--- config.mk ---
export PLATFORM = sky130hd
export DESIGN_NAME = and_or_selftest_flat
export DESIGN_NICKNAME = d
export VERILOG_FILES = /design/src/rtl/and_or_selftest_if.sv /design/src/rtl/and_or_selftest.sv /design/src/flat_wrapper.sv
export SDC_FILE = /design/constraint.sdc
export NUM_CORES = 1
export LEC_CHECK = 0
export BUFFER_PORTS_ARGS = -buffer_cell sky130_fd_sc_hd__buf_4
export CAP_MARGIN = 10
export CORE_AREA = 3 3 80 82
export CTS_CLUSTER_SIZE = 14
export DETAILED_ROUTE_END_ITERATION = 8
export DIE_AREA = 0 0 83 85
export GPL_TIMING_DRIVEN = 1
export HOLD_SLACK_MARGIN = 0.02
export REMOVE_ABC_BUFFERS = 1
export SLEW_MARGIN = 20
export SYNTH_ARGS = -nofsm -noshare
export SYNTH_HDL_FRONTEND = slang
export SYNTH_SLANG_ARGS = --single-unit
--- constraint.sdc ---
create_clock -name clk -period 2 [get_ports clk]
set_input_delay 0 -clock clk [delete_from_list [all_inputs] [get_ports clk]]
set_output_delay 0 -clock clk [all_outputs]
set_load 0.005 [all_outputs]
--- src/rtl/and_or_selftest_if.sv ---
// Signal bundle between the AND-OR self-test controller and its user / block under test.
// Directions are named from the self-test side: _i into the controller, _o out of it.
interface and_or_selftest_if #(
    parameter int ERR_W = 8
);
    logic             start_i;
    logic             f_i;
    logic             a_o;
    logic             b_o;
    logic             c_o;
    logic             d_o;
    logic             busy_o;
    logic             done_o;
    logic             pass_o;
    logic [ERR_W-1:0] err_count_o;
    logic [3:0]       first_fail_vec_o;
    logic             first_fail_vld_o;

    modport slave (
        input  start_i, f_i,
        output a_o, b_o, c_o, d_o, busy_o, done_o, pass_o,
               err_count_o, first_fail_vec_o, first_fail_vld_o
    );

    modport master (
        output start_i, f_i,
        input  a_o, b_o, c_o, d_o, busy_o, done_o, pass_o,
               err_count_o, first_fail_vec_o, first_fail_vld_o
    );
endinterface

--- src/rtl/and_or_selftest.sv ---
// Built-in self-test for the registered AND-OR block f=(a&b)|(c&d): sweeps all 16
// input vectors REPEAT times and checks f after LATENCY cycles against the expected value.
module and_or_selftest #(
    parameter int LATENCY = 1,
    parameter int REPEAT  = 1,
    parameter int ERR_W   = 8
) (
    input logic              clk,
    input logic              rst_n,
    and_or_selftest_if.slave bus
);
    localparam logic [1:0] IDLE  = 2'd0;
    localparam logic [1:0] RUN   = 2'd1;
    localparam logic [1:0] DRAIN = 2'd2;
    localparam logic [1:0] DONE  = 2'd3;

    localparam logic [7:0] LAST_SWEEP = 8'(REPEAT - 1);
    localparam logic [3:0] LAST_DRN   = 4'(LATENCY - 1);

    logic [1:0]       state_q, state_d;
    logic [3:0]       vec_q, vec_d;
    logic [3:0]       stim_q, stim_d;
    logic [7:0]       sweep_q, sweep_d;
    logic [3:0]       drn_q, drn_d;
    logic [ERR_W-1:0] err_q, err_d;
    logic [3:0]       ffv_q, ffv_d;
    logic             ffvld_q, ffvld_d;
    logic             mismatch;

    // Check pipeline: entry [0] holds the vector driven in the previous cycle,
    // entry [LATENCY-1] is the one whose response is on f_i now.
    logic [LATENCY-1:0]      vld_pipe;
    logic [LATENCY-1:0]      exp_pipe;
    logic [LATENCY-1:0][3:0] vec_pipe;

    always_comb begin
        state_d = state_q;
        vec_d   = vec_q;
        sweep_d = sweep_q;
        drn_d   = drn_q;
        err_d   = err_q;
        ffv_d   = ffv_q;
        ffvld_d = ffvld_q;

        mismatch = vld_pipe[LATENCY-1] && (bus.f_i != exp_pipe[LATENCY-1]);
        if (mismatch) begin
            if (err_q != '1) err_d = err_q + 1'b1;
            if (!ffvld_q) begin
                ffv_d   = vec_pipe[LATENCY-1];
                ffvld_d = 1'b1;
            end
        end

        case (state_q)
            IDLE, DONE: begin
                if (bus.start_i) begin
                    state_d = RUN;
                    vec_d   = 4'h0;
                    sweep_d = 8'h0;
                    err_d   = '0;
                    ffv_d   = 4'h0;
                    ffvld_d = 1'b0;
                end
            end
            RUN: begin
                if (vec_q == 4'hF) begin
                    vec_d = 4'h0;
                    if (sweep_q == LAST_SWEEP) begin
                        state_d = DRAIN;
                        drn_d   = 4'h0;
                    end else begin
                        sweep_d = sweep_q + 8'd1;
                    end
                end else begin
                    vec_d = vec_q + 4'd1;
                end
            end
            default: begin
                // DRAIN: wait for the last responses to come back
                if (drn_q == LAST_DRN) state_d = DONE;
                else                   drn_d   = drn_q + 4'd1;
            end
        endcase

        stim_d = (state_d == RUN) ? vec_d : 4'h0;
    end

    always_ff @(posedge clk or negedge rst_n) begin
        if (!rst_n) begin
            state_q  <= IDLE;
            vec_q    <= 4'h0;
            stim_q   <= 4'h0;
            sweep_q  <= 8'h0;
            drn_q    <= 4'h0;
            err_q    <= '0;
            ffv_q    <= 4'h0;
            ffvld_q  <= 1'b0;
            vld_pipe <= '0;
            exp_pipe <= '0;
            vec_pipe <= '0;
        end else begin
            state_q <= state_d;
            vec_q   <= vec_d;
            stim_q  <= stim_d;
            sweep_q <= sweep_d;
            drn_q   <= drn_d;
            err_q   <= err_d;
            ffv_q   <= ffv_d;
            ffvld_q <= ffvld_d;
            for (int i = LATENCY - 1; i > 0; i--) begin
                vld_pipe[i] <= vld_pipe[i-1];
                exp_pipe[i] <= exp_pipe[i-1];
                vec_pipe[i] <= vec_pipe[i-1];
            end
            vld_pipe[0] <= (state_q == RUN);
            exp_pipe[0] <= (vec_q[3] & vec_q[2]) | (vec_q[1] & vec_q[0]);
            vec_pipe[0] <= vec_q;
        end
    end

    assign bus.a_o              = stim_q[3];
    assign bus.b_o              = stim_q[2];
    assign bus.c_o              = stim_q[1];
    assign bus.d_o              = stim_q[0];
    assign bus.busy_o           = (state_q == RUN) || (state_q == DRAIN);
    assign bus.done_o           = (state_q == DONE);
    assign bus.pass_o           = (state_q == DONE) && (err_q == '0);
    assign bus.err_count_o      = err_q;
    assign bus.first_fail_vec_o = ffv_q;
    assign bus.first_fail_vld_o = ffvld_q;
endmodule

--- src/flat_wrapper.sv ---
// flat-port wrapper written by rule: the top's interface ports become plain ports
module and_or_selftest_flat 
#(
    parameter int LATENCY = 1,
    parameter int REPEAT  = 1,
    parameter int ERR_W   = 8
)
  (clk, rst_n, bus_start_i, bus_f_i, bus_a_o, bus_b_o, bus_c_o, bus_d_o, bus_busy_o, bus_done_o, bus_pass_o, bus_err_count_o, bus_first_fail_vec_o, bus_first_fail_vld_o);
  and_or_selftest_if #(.ERR_W(ERR_W)) bus_i ();
  input logic clk;
  input logic rst_n;
  input wire logic [$bits(bus_i.start_i)-1:0] bus_start_i;
  input wire logic [$bits(bus_i.f_i)-1:0] bus_f_i;
  output wire logic [$bits(bus_i.a_o)-1:0] bus_a_o;
  output wire logic [$bits(bus_i.b_o)-1:0] bus_b_o;
  output wire logic [$bits(bus_i.c_o)-1:0] bus_c_o;
  output wire logic [$bits(bus_i.d_o)-1:0] bus_d_o;
  output wire logic [$bits(bus_i.busy_o)-1:0] bus_busy_o;
  output wire logic [$bits(bus_i.done_o)-1:0] bus_done_o;
  output wire logic [$bits(bus_i.pass_o)-1:0] bus_pass_o;
  output wire logic [$bits(bus_i.err_count_o)-1:0] bus_err_count_o;
  output wire logic [$bits(bus_i.first_fail_vec_o)-1:0] bus_first_fail_vec_o;
  output wire logic [$bits(bus_i.first_fail_vld_o)-1:0] bus_first_fail_vld_o;
  assign bus_i.start_i = bus_start_i;
  assign bus_i.f_i = bus_f_i;
  assign bus_a_o = bus_i.a_o;
  assign bus_b_o = bus_i.b_o;
  assign bus_c_o = bus_i.c_o;
  assign bus_d_o = bus_i.d_o;
  assign bus_busy_o = bus_i.busy_o;
  assign bus_done_o = bus_i.done_o;
  assign bus_pass_o = bus_i.pass_o;
  assign bus_err_count_o = bus_i.err_count_o;
  assign bus_first_fail_vec_o = bus_i.first_fail_vec_o;
  assign bus_first_fail_vld_o = bus_i.first_fail_vld_o;
  and_or_selftest #(.LATENCY(LATENCY), .REPEAT(REPEAT), .ERR_W(ERR_W)) u_core (.clk(clk), .rst_n(rst_n), .bus(bus_i));
endmodule
# Yosys cells after proc, flatten, opt, wreduce, memory -nomap -nowiden
# Cells that the tools add are included.
[word_totals]
reg_bits = 41
out_inout_bits = 20
elab_cells = 70
[op_classes]
addsub = 4
n_eq_ne = 12
mux = 28
bitwise = 4
reduce_logical = 11
[ops]
columns = ["operator", "n"]
rows = [
  ["$mux W8", 7],
  ["$mux W4", 10],
  ["$add A8 B1 Y8 const B", 2],
  ["$logic_not A8 Y1", 2],
  ["$pmux W4 S2", 2],
  ["$pmux W8 S2", 1],
  ["$add A4 B1 Y4 const B", 2],
  ["$mux W2", 4],
  ["$ne A8 B8 Y1 const B", 1],
  ["$reduce_and A4 Y1", 2],
  ["$ne A2 B2 Y1 const B", 3],
  ["$eq A2 B1 Y1 const B", 2],
  ["$eq A2 B2 Y1 const B", 2],
  ["$eq A4 B4 Y1 const B", 1],
  ["$logic_not A4 Y1", 1],
  ["$ne A2 B1 Y1 const B", 2],
  ["$pmux W2 S2", 1],
  ["$mux W1", 3],
  ["$and A1 B1 Y1", 2],
  ["$logic_and A1 B1 Y1", 2],
  ["$logic_not A2 Y1", 1],
  ["$reduce_bool A2 Y1", 1],
  ["$reduce_or A2 Y1", 1],
  ["$logic_or A1 B1 Y1", 1],
  ["3 further kinds", 3],
]

# Depth between registers and ports, before layout
[depth]
ltp_word = 6
mapped_depth = 7
ltp_nobuf = 6

# Least setup slack after synthesis
# Ideal clock, no wire load.
[synth_path]
path_type = "reg2reg"
start = "register u_core.state_q[0]"
end = "register u_core.sweep_q[5]"
arrival_ns = 1.590
t_required_ns = 1.901
setup_slack_ns = 0.311
path_stages_with_launch = 6
path_buffers = 0
cell_sequence = "dfrtp_1 -> inv_1 -> ha_1 -> mux2i_2 -> and4bb_1 -> a311oi_1"
[synth_between]
elab_chain_len = 4
[synth_lines]
columns = ["item", "line", "rtl"]
rows = [
  ["start: declaration", "and_or_selftest.sv:20", "logic [1:0] state_q, state_d;"],
  ["start signal: assignment", "and_or_selftest.sv:102", "state_q <= state_d;"],
  ["$eq A2 B2 Y1 / $logic_not A2 Y1 (equally long branches)", "and_or_selftest.sv:54", "case (state_q)"],
  ["$reduce_or A2 Y1", "-", ""],
  ["$ne A2 B2 Y1 (no line) / $reduce_bool A2 Y1 (equally long branches)", "-", ""],
  ["$reduce_and A4 Y1 (no line)", "-", ""],
  ["end signal: assignment", "and_or_selftest.sv:105", "sweep_q <= sweep_d;"],
  ["end: declaration", "and_or_selftest.sv:23", "logic [7:0] sweep_q, sweep_d;"],
]
# Parallel ways exist; a longest one is shown, timed or not.
# A chain may end at the register's enable or synchronous reset.

# Worst setup path after layout
[layout_path]
start = "register u_core.state_q[0]"
end = "register u_core.stim_q[0]"
[layout_rtl]
columns = ["item", "line", "rtl"]
rows = [
  ["$eq A2 B2 Y1 / $logic_not A2 Y1 (equally long branches)", "and_or_selftest.sv:54", ""],
  ["$reduce_or A2 Y1", "-", ""],
  ["$pmux W4 S2 (*)", "and_or_selftest.sv:54", ""],
  ["named net u_core.vec_d[0]", "and_or_selftest.sv:21", "logic [3:0] vec_q, vec_d;"],
  ["$mux W4 (*)", "and_or_selftest.sv:85", "stim_d = (state_d == RUN) ? vec_d : 4'h0;"],
  ["named net u_core.stim_d[0]", "and_or_selftest.sv:22", "logic [3:0] stim_q, stim_d;"],
  ["end signal: assignment", "and_or_selftest.sv:104", "stim_q <= stim_d;"],
  ["end: declaration", "and_or_selftest.sv:22", ""],
]
# The timed path passes the listed nets; every way through them passes the cells marked *.

==> results_dict.tcl <==
set metrics [dict create \
    grt_max_degree 42 \
    nFillCells 566 \
    startpoint_type "flip-flop" \
    grt_pass1_wl_um 7941 \
    fmax_mhz 545.7 \
    portBuffers 23 \
    worstHoldPathType "in -> reg" \
    cts-root-buf "clkbuf_8" \
    place_area_mm2 0.002510 \
    power_leakage_nw 1.238 \
    slew_viol_final 0 \
    synth-adder-area-share_pct 5.556 \
    fin_util_pct 45.70 \
    gp_congestion 0.7548 \
    insertion_delay_ns 0.29 \
    setup_viol 0 \
    fin_nets 266 \
    core_area_mm2 0.005816 \
    finalPower_mw 3.170 \
    fin_area_mm2 0.002658 \
    synth_edf_count 0 \
    vias_per_cell 5.226 \
    period_share_pct 91.63 \
    clock-sinks 41 \
    route.met3.wl_um 246 \
    routed_wl_um 4619 \
    max-slew-margin-rel_pct 65.02 \
    rsz0062_at_grt "no" \
    drv_cap 0 \
    syn_avg_cell_area_um2 10.05 \
    endpoint_kind "flip-flop" \
    hold_viol 0 \
    p_per_area_mw_per_mm2 1193 \
    drt_iter0_markers 93 \
    drc 0 \
    syn_inst 224 \
    ys_warn_count 0 \
    met2_length_um 2148 \
    yosysSeqAreaShare_pct 45.56 \
    die_y_um 85 \
    netlist_area_mm2 0.002252 \
    skew_ns 0.002007 \
    synth-xor-area-share_pct 1.111 \
    timing.critical_path.max_delay_family "flip-flops" \
    whs_endpoint "u_core.bus.first_fail_vld_o$_DFF_PN0_" \
    path_buf_inv 2 \
    antenna_found_initial 0 \
    synthFlopType "dfrtp_1" \
    hp-start "bus_start_i" \
    slowest_delay_ns 0.43 \
    synth_top_family_by_area "simple AND/OR/NAND/NOR gates" \
    die_x_um 83 \
    cpMaxStageDelayCell "dfrtp_1" \
    ys_ff_latch 41 \
    synthMuxAreaShare_pct 7.333 \
    outcome "complete, no violations" \
    worst-slew-pin-transition_ns 0.5246 \
    dr.pass1.iters 4 \
    fin_hold_ws_ns 0.1356 \
    critPathRequiredTime_ns 2.22 \
    clock_path_buffers 2 \
    placed_cells 319 \
    finalSetupTns_ns 0 \
    die-area_mm2 0.007055 \
    grt_pass1_vias 1611 \
    grt_usage_pct 13.81 \
    vias 1714 \
    reg2reg_depth 6 \
    wl_per_cell_um 14.08 \
    h-tree-depth 2 \
    post_cts_buffers 0 \
    diodes 0 \
    final_cells 328 \
    cts_tree "built" \
    async_flop_share_pct 100.0 \
    regToRegStartpoint "u_core.state_q[0]$_DFF_PN0_" \
    irDropWorstVdd_mv 0.4826 \
    whs_path_depth 3 \
    reg2reg_to "u_core.stim_q[0]$_DFF_PN0_" \
    initial_core_util_pct 38.73 \
    post-place-ws_ns 0.1993 \
    syn_to_final_growth_pct 18.00 \
    route.layer.met1.wl_um 2175 \
    hpwl_um 3294 \
    routed.top_layer "met4" \
    synth-simple-area-share_pct 21.61 \
    synthDistinctLibCells 51 \
    path_max_fanout 8 \
    path_cells "inv_1 -> ha_1 -> buf_4 -> nand2b_1 -> a31oi_1 -> nor3b_2" \
    rrSetupSlack_ns 0.17 \
    final_common_cell "dfrtp_1" \
    layout_common_cells "41 x dfrtp_1, 27 x buf_4, 18 x nor2_1" \
    worst-setup-path-type "reg -> reg" \
    grt-ovfl-total 0 \
    fin_ws_ns 0.1673 \
    numCtsBuffers 5 \
    drtAntennaViolNets 0 \
    synth_compound_area_share_pct 14.28 \
    arrival_ns 2.05 \
    placementRows 28 \
    clk_pin_slew_worst_paths_ns 0.08 \
    io_pins 24 \
    layout-drive-gt1-share_pct 19.76 \
    period_minus_slack_ns 1.833 \
]
repair_timing:
action,in CTS,in global routing
hold endpoints to repair,41,0
hold buffers,1,0
gates resized for setup,0,0
synthesized netlist by cell type (3+ instances only):
cell / instances / share of area, %
a21oi_1: 7 / 1.6
a31oi_1: 4 / 1.1
and2_1: 3 / 0.83
and3_1: 3 / 0.83
buf_2: 3 / 0.67
dfrtp_1: 41 / 46
ha_1: 10 / 5.6
inv_1: 17 / 2.8
mux2i_1: 14 / 6.2
nand2_1: 17 / 2.8
nand3_1: 9 / 2.0
nand4_1: 5 / 1.4
nor2_1: 18 / 3.0
nor3_1: 7 / 1.6
nor3b_2: 3 / 1.7
o21a_1: 3 / 1.0
o21ai_0: 15 / 3.3
worst max-delay path by stage:
stage,end,slack (ns),cells after the start,from
after floorplan,u_core.sweep_q[5]$_DFFE_PN0P_,0.13,6,u_core.state_q[1]$_DFF_PN0_
after global placement,u_core.stim_q[0]$_DFF_PN0_,0.19,6,u_core.state_q[0]$_DFF_PN0_
after detailed placement,u_core.stim_q[0]$_DFF_PN0_,0.20,6,u_core.state_q[0]$_DFF_PN0_
after CTS,u_core.stim_q[0]$_DFF_PN0_,0.17,6,u_core.state_q[0]$_DFF_PN0_
after global routing,u_core.sweep_q[5]$_DFFE_PN0P_,0.03,6,u_core.state_q[1]$_DFF_PN0_
final,u_core.stim_q[0]$_DFF_PN0_,0.17,6,u_core.state_q[0]$_DFF_PN0_
where the power goes:
group	switching (mW)	internal [mW]
sequential	0.159	1.01
combinational	0.665	0.523
clock	0.309	0.503
total	1.13	2.04
cells by family after synthesis:
| group | after synthesis |
|---|---|
| AOI/OAI and AO/OA | 47 |
| DFF | 41 |
| and+or+nand+nor | 84 |
| muxes | 16 |
| adders and majority gates | 10 |
| xor gates and xnor gates | 2 |
| buffers and inverters | 24 |
registers in the layout, summed over array words and instances, names as in the netlist:
| register | count |
|---|---|
| u_core.bus.first_fail_vec_o | 4 |
| u_core.sweep_q | 8 |
| u_core.state_q | 2 |
| u_core.drn_q | 4 |
| u_core.exp_pipe | 1 |
| u_core.vec_q | 4 |
| u_core.bus.err_count_o | 8 |
| u_core.vld_pipe | 1 |
| u_core.bus.first_fail_vld_o | 1 |
| u_core.vec_pipe | 4 |
| u_core.stim_q | 4 |
routing by layer:
layer,global-route usage (%),vias to the layer above
li1,-,853
met1,19.76,816
met2,21.28,40
met3,2.718,5
met4,4.012,0
met5,0,-
cell type report:
class | instances | area (µm²) | share of cell area, %
Clock buffer | 5 | 68.82 | 2.589
Multi-Input combinational cell | 159 | 1124 | 42.28
Timing Repair Buffer | 28 | 212.7 | 8.004
Sequential cell | 41 | 1026 | 38.61
Tap cell | 75 | 93.84 | 3.531
Inverter | 17 | 63.81 | 2.401
Clock inverter | 3 | 68.82 | 2.589
worst register-to-register path, delay by kind of cell, from the launching register on:
family | cells | cell delay, ns
AOI/OAI and AO/OA | 1 | 0.29
adders and majority gates | 1 | 0.38
buffers and inverters | 2 | 0.25
DFF | 1 | 0.43
and+or+nand+nor | 2 | 0.40
No activity file was read; power rests on OpenSTA's default activity.
